==> src/rtl/mem_arbiter_if.sv <==
// Bundle of the instruction-fetch, data and SRAM signals around mem_arbiter.
// The slave modport is the arbiter's view; master is the CPU/SRAM side.
interface mem_arbiter_if;
  logic        if_req;
  logic [31:0] if_addr;
  logic [31:0] if_rdata;
  logic        if_done;
  logic        dm_req;
  logic [3:0]  dm_we;
  logic [31:0] dm_addr;
  logic [31:0] dm_wdata;
  logic [31:0] dm_rdata;
  logic        dm_done;
  logic        mem_read;
  logic [3:0]  mem_write;
  logic [31:0] mem_addr;
  logic [31:0] mem_din;
  logic [31:0] mem_dout;
  logic        cpu_stall;

  modport slave (
    input  if_req, if_addr, dm_req, dm_we, dm_addr, dm_wdata, mem_dout,
    output if_rdata, if_done, dm_rdata, dm_done,
    output mem_read, mem_write, mem_addr, mem_din, cpu_stall
  );

  modport master (
    output if_req, if_addr, dm_req, dm_we, dm_addr, dm_wdata, mem_dout,
    input  if_rdata, if_done, dm_rdata, dm_done,
    input  mem_read, mem_write, mem_addr, mem_din, cpu_stall
  );
endinterface

==> src/rtl/mem_arbiter.sv <==
// Serializes IF and DM accesses onto one single-port SRAM with alternating
// priority on conflicts. Handshake: level req, held until a one-cycle done.
module mem_arbiter (
  input  logic          clk,
  input  logic          rst,
  mem_arbiter_if.slave  bus,
  output logic [1:0]    state_o
);
  localparam logic [1:0] IDLE  = 2'd0;
  localparam logic [1:0] ISSUE = 2'd1;
  localparam logic [1:0] RESP  = 2'd2;

  logic [1:0]  state_q, state_d;
  logic        grant_q, grant_d;
  logic        last_grant_q, last_grant_d;
  logic [31:0] addr_q, addr_d;
  logic [3:0]  we_q, we_d;
  logic [31:0] din_q, din_d;
  logic [31:0] if_rdata_q, if_rdata_d;
  logic [31:0] dm_rdata_q, dm_rdata_d;
  logic        if_done_q, if_done_d;
  logic        dm_done_q, dm_done_d;
  logic        if_elig, dm_elig, pick_dm;

  // A side being acknowledged this cycle is not yet eligible again.
  assign if_elig = bus.if_req & ~if_done_q;
  assign dm_elig = bus.dm_req & ~dm_done_q;
  assign pick_dm = (if_elig & dm_elig) ? ~last_grant_q : dm_elig;

  always_comb begin
    state_d      = state_q;
    grant_d      = grant_q;
    last_grant_d = last_grant_q;
    addr_d       = addr_q;
    we_d         = we_q;
    din_d        = din_q;
    if_rdata_d   = if_rdata_q;
    dm_rdata_d   = dm_rdata_q;
    if_done_d    = 1'b0;
    dm_done_d    = 1'b0;
    case (state_q)
      IDLE: begin
        if (if_elig | dm_elig) begin
          grant_d      = pick_dm;
          last_grant_d = pick_dm;
          state_d      = ISSUE;
          if (pick_dm) begin
            addr_d = bus.dm_addr;
            we_d   = bus.dm_we;
            din_d  = bus.dm_wdata;
          end else begin
            addr_d = bus.if_addr;
            we_d   = 4'b0000;
          end
        end
      end
      ISSUE: begin
        if (we_q != 4'b0000) begin
          state_d   = IDLE;
          dm_done_d = 1'b1;
        end else begin
          state_d = RESP;
        end
      end
      RESP: begin
        state_d = IDLE;
        if (grant_q) begin
          dm_rdata_d = bus.mem_dout;
          dm_done_d  = 1'b1;
        end else begin
          if_rdata_d = bus.mem_dout;
          if_done_d  = 1'b1;
        end
      end
      default: state_d = IDLE;
    endcase
  end

  always_ff @(posedge clk or posedge rst) begin
    if (rst) begin
      state_q      <= IDLE;
      grant_q      <= 1'b0;
      last_grant_q <= 1'b0;
      addr_q       <= 32'd0;
      we_q         <= 4'd0;
      din_q        <= 32'd0;
      if_rdata_q   <= 32'd0;
      dm_rdata_q   <= 32'd0;
      if_done_q    <= 1'b0;
      dm_done_q    <= 1'b0;
    end else begin
      state_q      <= state_d;
      grant_q      <= grant_d;
      last_grant_q <= last_grant_d;
      addr_q       <= addr_d;
      we_q         <= we_d;
      din_q        <= din_d;
      if_rdata_q   <= if_rdata_d;
      dm_rdata_q   <= dm_rdata_d;
      if_done_q    <= if_done_d;
      dm_done_q    <= dm_done_d;
    end
  end

  assign bus.mem_read  = (state_q == ISSUE) && (we_q == 4'b0000);
  assign bus.mem_write = (state_q == ISSUE) ? we_q : 4'b0000;
  assign bus.mem_addr  = addr_q;
  assign bus.mem_din   = din_q;
  assign bus.if_rdata  = if_rdata_q;
  assign bus.dm_rdata  = dm_rdata_q;
  assign bus.if_done   = if_done_q;
  assign bus.dm_done   = dm_done_q;
  assign bus.cpu_stall = (bus.if_req & ~if_done_q) | (bus.dm_req & ~dm_done_q);
  assign state_o       = state_q;
endmodule

==> src/flat_wrapper.sv <==
// flat-port wrapper written by rule: the top's interface ports become plain ports
module mem_arbiter_flat 
  (clk, rst, state_o, bus_if_req, bus_if_addr, bus_dm_req, bus_dm_we, bus_dm_addr, bus_dm_wdata, bus_mem_dout, bus_if_rdata, bus_if_done, bus_dm_rdata, bus_dm_done, bus_mem_read, bus_mem_write, bus_mem_addr, bus_mem_din, bus_cpu_stall);
  mem_arbiter_if bus_i ();
  input  logic clk;
  input  logic rst;
  output logic [1:0] state_o;
  input wire logic [$bits(bus_i.if_req)-1:0] bus_if_req;
  input wire logic [$bits(bus_i.if_addr)-1:0] bus_if_addr;
  input wire logic [$bits(bus_i.dm_req)-1:0] bus_dm_req;
  input wire logic [$bits(bus_i.dm_we)-1:0] bus_dm_we;
  input wire logic [$bits(bus_i.dm_addr)-1:0] bus_dm_addr;
  input wire logic [$bits(bus_i.dm_wdata)-1:0] bus_dm_wdata;
  input wire logic [$bits(bus_i.mem_dout)-1:0] bus_mem_dout;
  output wire logic [$bits(bus_i.if_rdata)-1:0] bus_if_rdata;
  output wire logic [$bits(bus_i.if_done)-1:0] bus_if_done;
  output wire logic [$bits(bus_i.dm_rdata)-1:0] bus_dm_rdata;
  output wire logic [$bits(bus_i.dm_done)-1:0] bus_dm_done;
  output wire logic [$bits(bus_i.mem_read)-1:0] bus_mem_read;
  output wire logic [$bits(bus_i.mem_write)-1:0] bus_mem_write;
  output wire logic [$bits(bus_i.mem_addr)-1:0] bus_mem_addr;
  output wire logic [$bits(bus_i.mem_din)-1:0] bus_mem_din;
  output wire logic [$bits(bus_i.cpu_stall)-1:0] bus_cpu_stall;
  assign bus_i.if_req = bus_if_req;
  assign bus_i.if_addr = bus_if_addr;
  assign bus_i.dm_req = bus_dm_req;
  assign bus_i.dm_we = bus_dm_we;
  assign bus_i.dm_addr = bus_dm_addr;
  assign bus_i.dm_wdata = bus_dm_wdata;
  assign bus_i.mem_dout = bus_mem_dout;
  assign bus_if_rdata = bus_i.if_rdata;
  assign bus_if_done = bus_i.if_done;
  assign bus_dm_rdata = bus_i.dm_rdata;
  assign bus_dm_done = bus_i.dm_done;
  assign bus_mem_read = bus_i.mem_read;
  assign bus_mem_write = bus_i.mem_write;
  assign bus_mem_addr = bus_i.mem_addr;
  assign bus_mem_din = bus_i.mem_din;
  assign bus_cpu_stall = bus_i.cpu_stall;
  mem_arbiter u_core (.clk(clk), .rst(rst), .bus(bus_i), .state_o(state_o));
endmodule
==> config.mk <==
export PLATFORM = sky130hd
export DESIGN_NAME = mem_arbiter_flat
export DESIGN_NICKNAME = d
export VERILOG_FILES = /design/src/rtl/mem_arbiter_if.sv /design/src/rtl/mem_arbiter.sv /design/src/flat_wrapper.sv
export SDC_FILE = /design/constraint.sdc
export NUM_CORES = 1
export LEC_CHECK = 0
export BUFFER_PORTS_ARGS = -buffer_cell sky130_fd_sc_hd__buf_2
export CORE_ASPECT_RATIO = 1.5
export CORE_MARGIN = 3
export CORE_UTILIZATION = 42
export CTS_CLUSTER_SIZE = 14
export DETAILED_ROUTE_END_ITERATION = 10
export PLACE_DENSITY_LB_ADDON = 0.2
export SYNTH_ARGS = -nofsm -noshare
export SYNTH_HDL_FRONTEND = slang
export SYNTH_SLANG_ARGS = --single-unit
==> constraint.sdc <==
create_clock -name clk -period 3.9 [get_ports clk]
set_clock_uncertainty 0.2 [all_clocks]
set_input_delay 0.39 -clock clk [delete_from_list [all_inputs] [get_ports clk]]
set_output_delay 0.39 -clock clk [all_outputs]
set_load 0.02 [all_outputs]
==> run metrics <==
Placed Area 7430 µm²; first-pass GRT wire length 25,300 µm; CTS Hold Buffers Added 6; DR vias 4,782; post-route ant nets 0; final hold vios 0; Die W 103 µm; Core Region 13,700 µm²; cell area after synthesis 5940 µm²; Async SR Flop Fraction 100%; drt first pass iters 4; status finished clean; Die H 152 µm; Worst R2R Path Depth 6; Hold Crit Start bus_dm_we[1]; initial DRC count 216; Worst Hold Depth 2; post-CTS sizing 0; #FFs+latches synth 137; Setup Buffers After CTS 0; final cell count without fillers 879; DRC viols 0; CP bufs+invs 3; Area Overhead vs Synth 36.4%; Hold EP u_core.we_q[1]; Worst Max-Slew Pin Slew 0.699 ns; Syn Area/Cell 13.7 µm²; Syn Nets 574; post-layout power 0.00778 W; worst r2r src u_core.state_o[0]; Post-Syn Instances 435; Reg area 3430 µm²; PortBufs 273; CP most frequent cell buf_4; Critical Path AT 2.15 ns; routed len/inst 19.0 µm; max-cap violations 0; yosys warns 0; worst r2r dst u_core.bus.mem_din[29]; CTS tree built; clock root buffer clkbuf_16; worst path cell trace buf_4 -> nand2b_2 -> buf_4 -> nand2_1 -> buf_2; worst reg-to-reg setup slack 1.53 ns; Distinct cells, synth 27; RSZ-0062 raised after global routing no; die area 15,600 µm²; Worst setup EP type primary output; Design Area, Final 8100 µm²; initial core utilization 43.5%; antenna violations before repair 2; count leader, synth dfrtp_1; Seq/Total Area, Yosys 57.7%; Rel. slew slack 53.4%; # clock sinks 137; fin crit share 70.2%; GRT Overall Usage 20.8%; Fmax 365 MHz; Layout Nets 844; Startpoint Class register; dominant cell type by area after synthesis dfrtp_1; PwrDens 961 nW/µm²; critical path depth 5; Max VDD drop 0.000501 V; maximum clock path buffer count 2; pin count of the biggest net entering global routing 77; GP Congestion 0.820; total CTS buffers 17; cell family with most CP delay buffers and inverters; layout cells sized above 1 58.0%; post-synth top area share 57.7%; worst hold slack 0.0165 ns; CP required 3.31 ns; Detail Placement HPWL 12,100 µm; setup_tns 0 ns; CP max FO 59; Multi-input gate area 2320 µm²; Max Slew Vio Count 0; fin crit period 2.74 ns; final WL 16,700 µm; vias in the first global route 5,025; largest stage delay on the critical path 0.51 ns; Via-to-Cell Ratio 5.44; final setup fails 0; Setup CP Type reg2out; number of fill cells 1,164; Post-synth EDFFs 0; Clock Pin Slew Worst Setup and Hold Paths 0.06 ns; row cnt 52; Placed Cells incl. Taps 840; Hold Crit Class in2reg; Clock Latency Late Sink 0.40 ns; H-Tree Depth 4; Overflow after GRT 0; # IOs 274; Top FF cell, synth dfrtp_1; top cells by count, synth dfrtp_1 (137), mux2_2 (96), and3b_1 (33); synth top area cells dfrtp_1 (58%), mux2_2 (18%), and3b_1 (4.9%); Static Leak 3.95 nW; crit path max-delay cell type buf_4
-- state kept, by name, indices dropped and copies added, names as in the netlist --
register / count
u_core.bus.if_done: 1
u_core.bus.dm_rdata: 32
u_core.bus.dm_done: 1
u_core.grant_q: 1
u_core.bus.mem_din: 32
u_core.state_o: 2
u_core.bus.if_rdata: 32
u_core.bus.mem_addr: 32
u_core.we_q: 4
-- report_power, final --
group	switching (W)	total, W	internal, W
Sequential	0.000379	0.00254	0.00216
Clock	0.000595	0.00161	0.00102
Combinational	0.00209	0.00364	0.00154
-- layer usage --
| metal | track usage (%) | vias to the layer above | routed length, µm |
|---|---|---|---|
| met2 | 34.9 | 229 | 8680 |
| met3 | 7.51 | 27 | 1440 |
| met1 | 24.2 | 2355 | 6180 |
| met5 | 0 | - | 13 |
| li1 | - | 2169 | - |
| met4 | 7.32 | 2 | 351 |
-- kinds of logic (layout without fill, tap and decap cells) --
group / after synthesis / after routing / share of synthesized area, %
fa+ha+maj: 3 / 3 / 0.632
compound gates: 105 / 105 / 13.3
simple gates: 48 / 48 / 6.53
other cells: 0 / 1 / 0
buf+inv: 45 / 326 / 3.43
flops: 137 / 137 / 57.7
mux: 97 / 97 / 18.4
-- worst reg2reg max path: stages, from the launching register on --
cell and delay (ns):
dfrtp_1 0.40, inv_1 0.11, ha_1 0.20, inv_2 0.26, nor3_4 0.26, buf_4 0.43, mux2_2 0.42
-- metrics by stage --
step                setup slack, ns  utilization, %
floorplan                      1.60               -
global placement               1.56            54.4
global route                  0.998            59.3
detailed placement             1.46            54.4
finish                         1.16            59.3
CTS                            1.15            59.1
-- area by class of cell --
| type | count | share of cell area (%) |
|---|---|---|
| multi-input combinational | 253 | 28.6 |
| inverter | 4 | 0.232 |
| sequential | 137 | 42.3 |
| tap | 162 | 2.50 |
| antenna | 1 | 0.0309 |
| timing repair buffer | 292 | 19.0 |
| clock inverter | 11 | 1.84 |
| clock buffer | 19 | 5.47 |
-- placed cells by master, fill, tap and decap left out, drive strengths merged --
cell / count
buf: 284
nor4: 1
diode: 1
a21o: 2
clkbuf: 19
o21ai: 32
bufinv: 3
and2: 5
inv: 4
a2bb2oi: 32
a21boi: 1
nand2: 2
a22o: 4
nand2b: 3
and3b: 33
nor3: 1
ha: 3
a21oi: 1
a31oi: 1
nand3: 1
dfrtp: 137
clkinv: 4
nand3b: 1
dlygate4sd3: 8
clkinvlp: 4
mux2: 97
a221oi: 32
nor2b: 1
-- how the worst max path moves through the flow --
stage | startpoint | endpoint | slack, ns
finish | u_core.bus.dm_done | bus_cpu_stall | 1.16
global route | u_core.bus.dm_done | bus_cpu_stall | 1.0
CTS | u_core.bus.dm_done | bus_cpu_stall | 1.15
detailed placement | bus_dm_req | u_core.bus.mem_din[2] | 1.46
global placement | bus_dm_req | u_core.bus.mem_din[11] | 1.56
floorplan | rst | u_core.bus.dm_done | 1.60
Note: power is estimated with default switching activity, not from simulation.
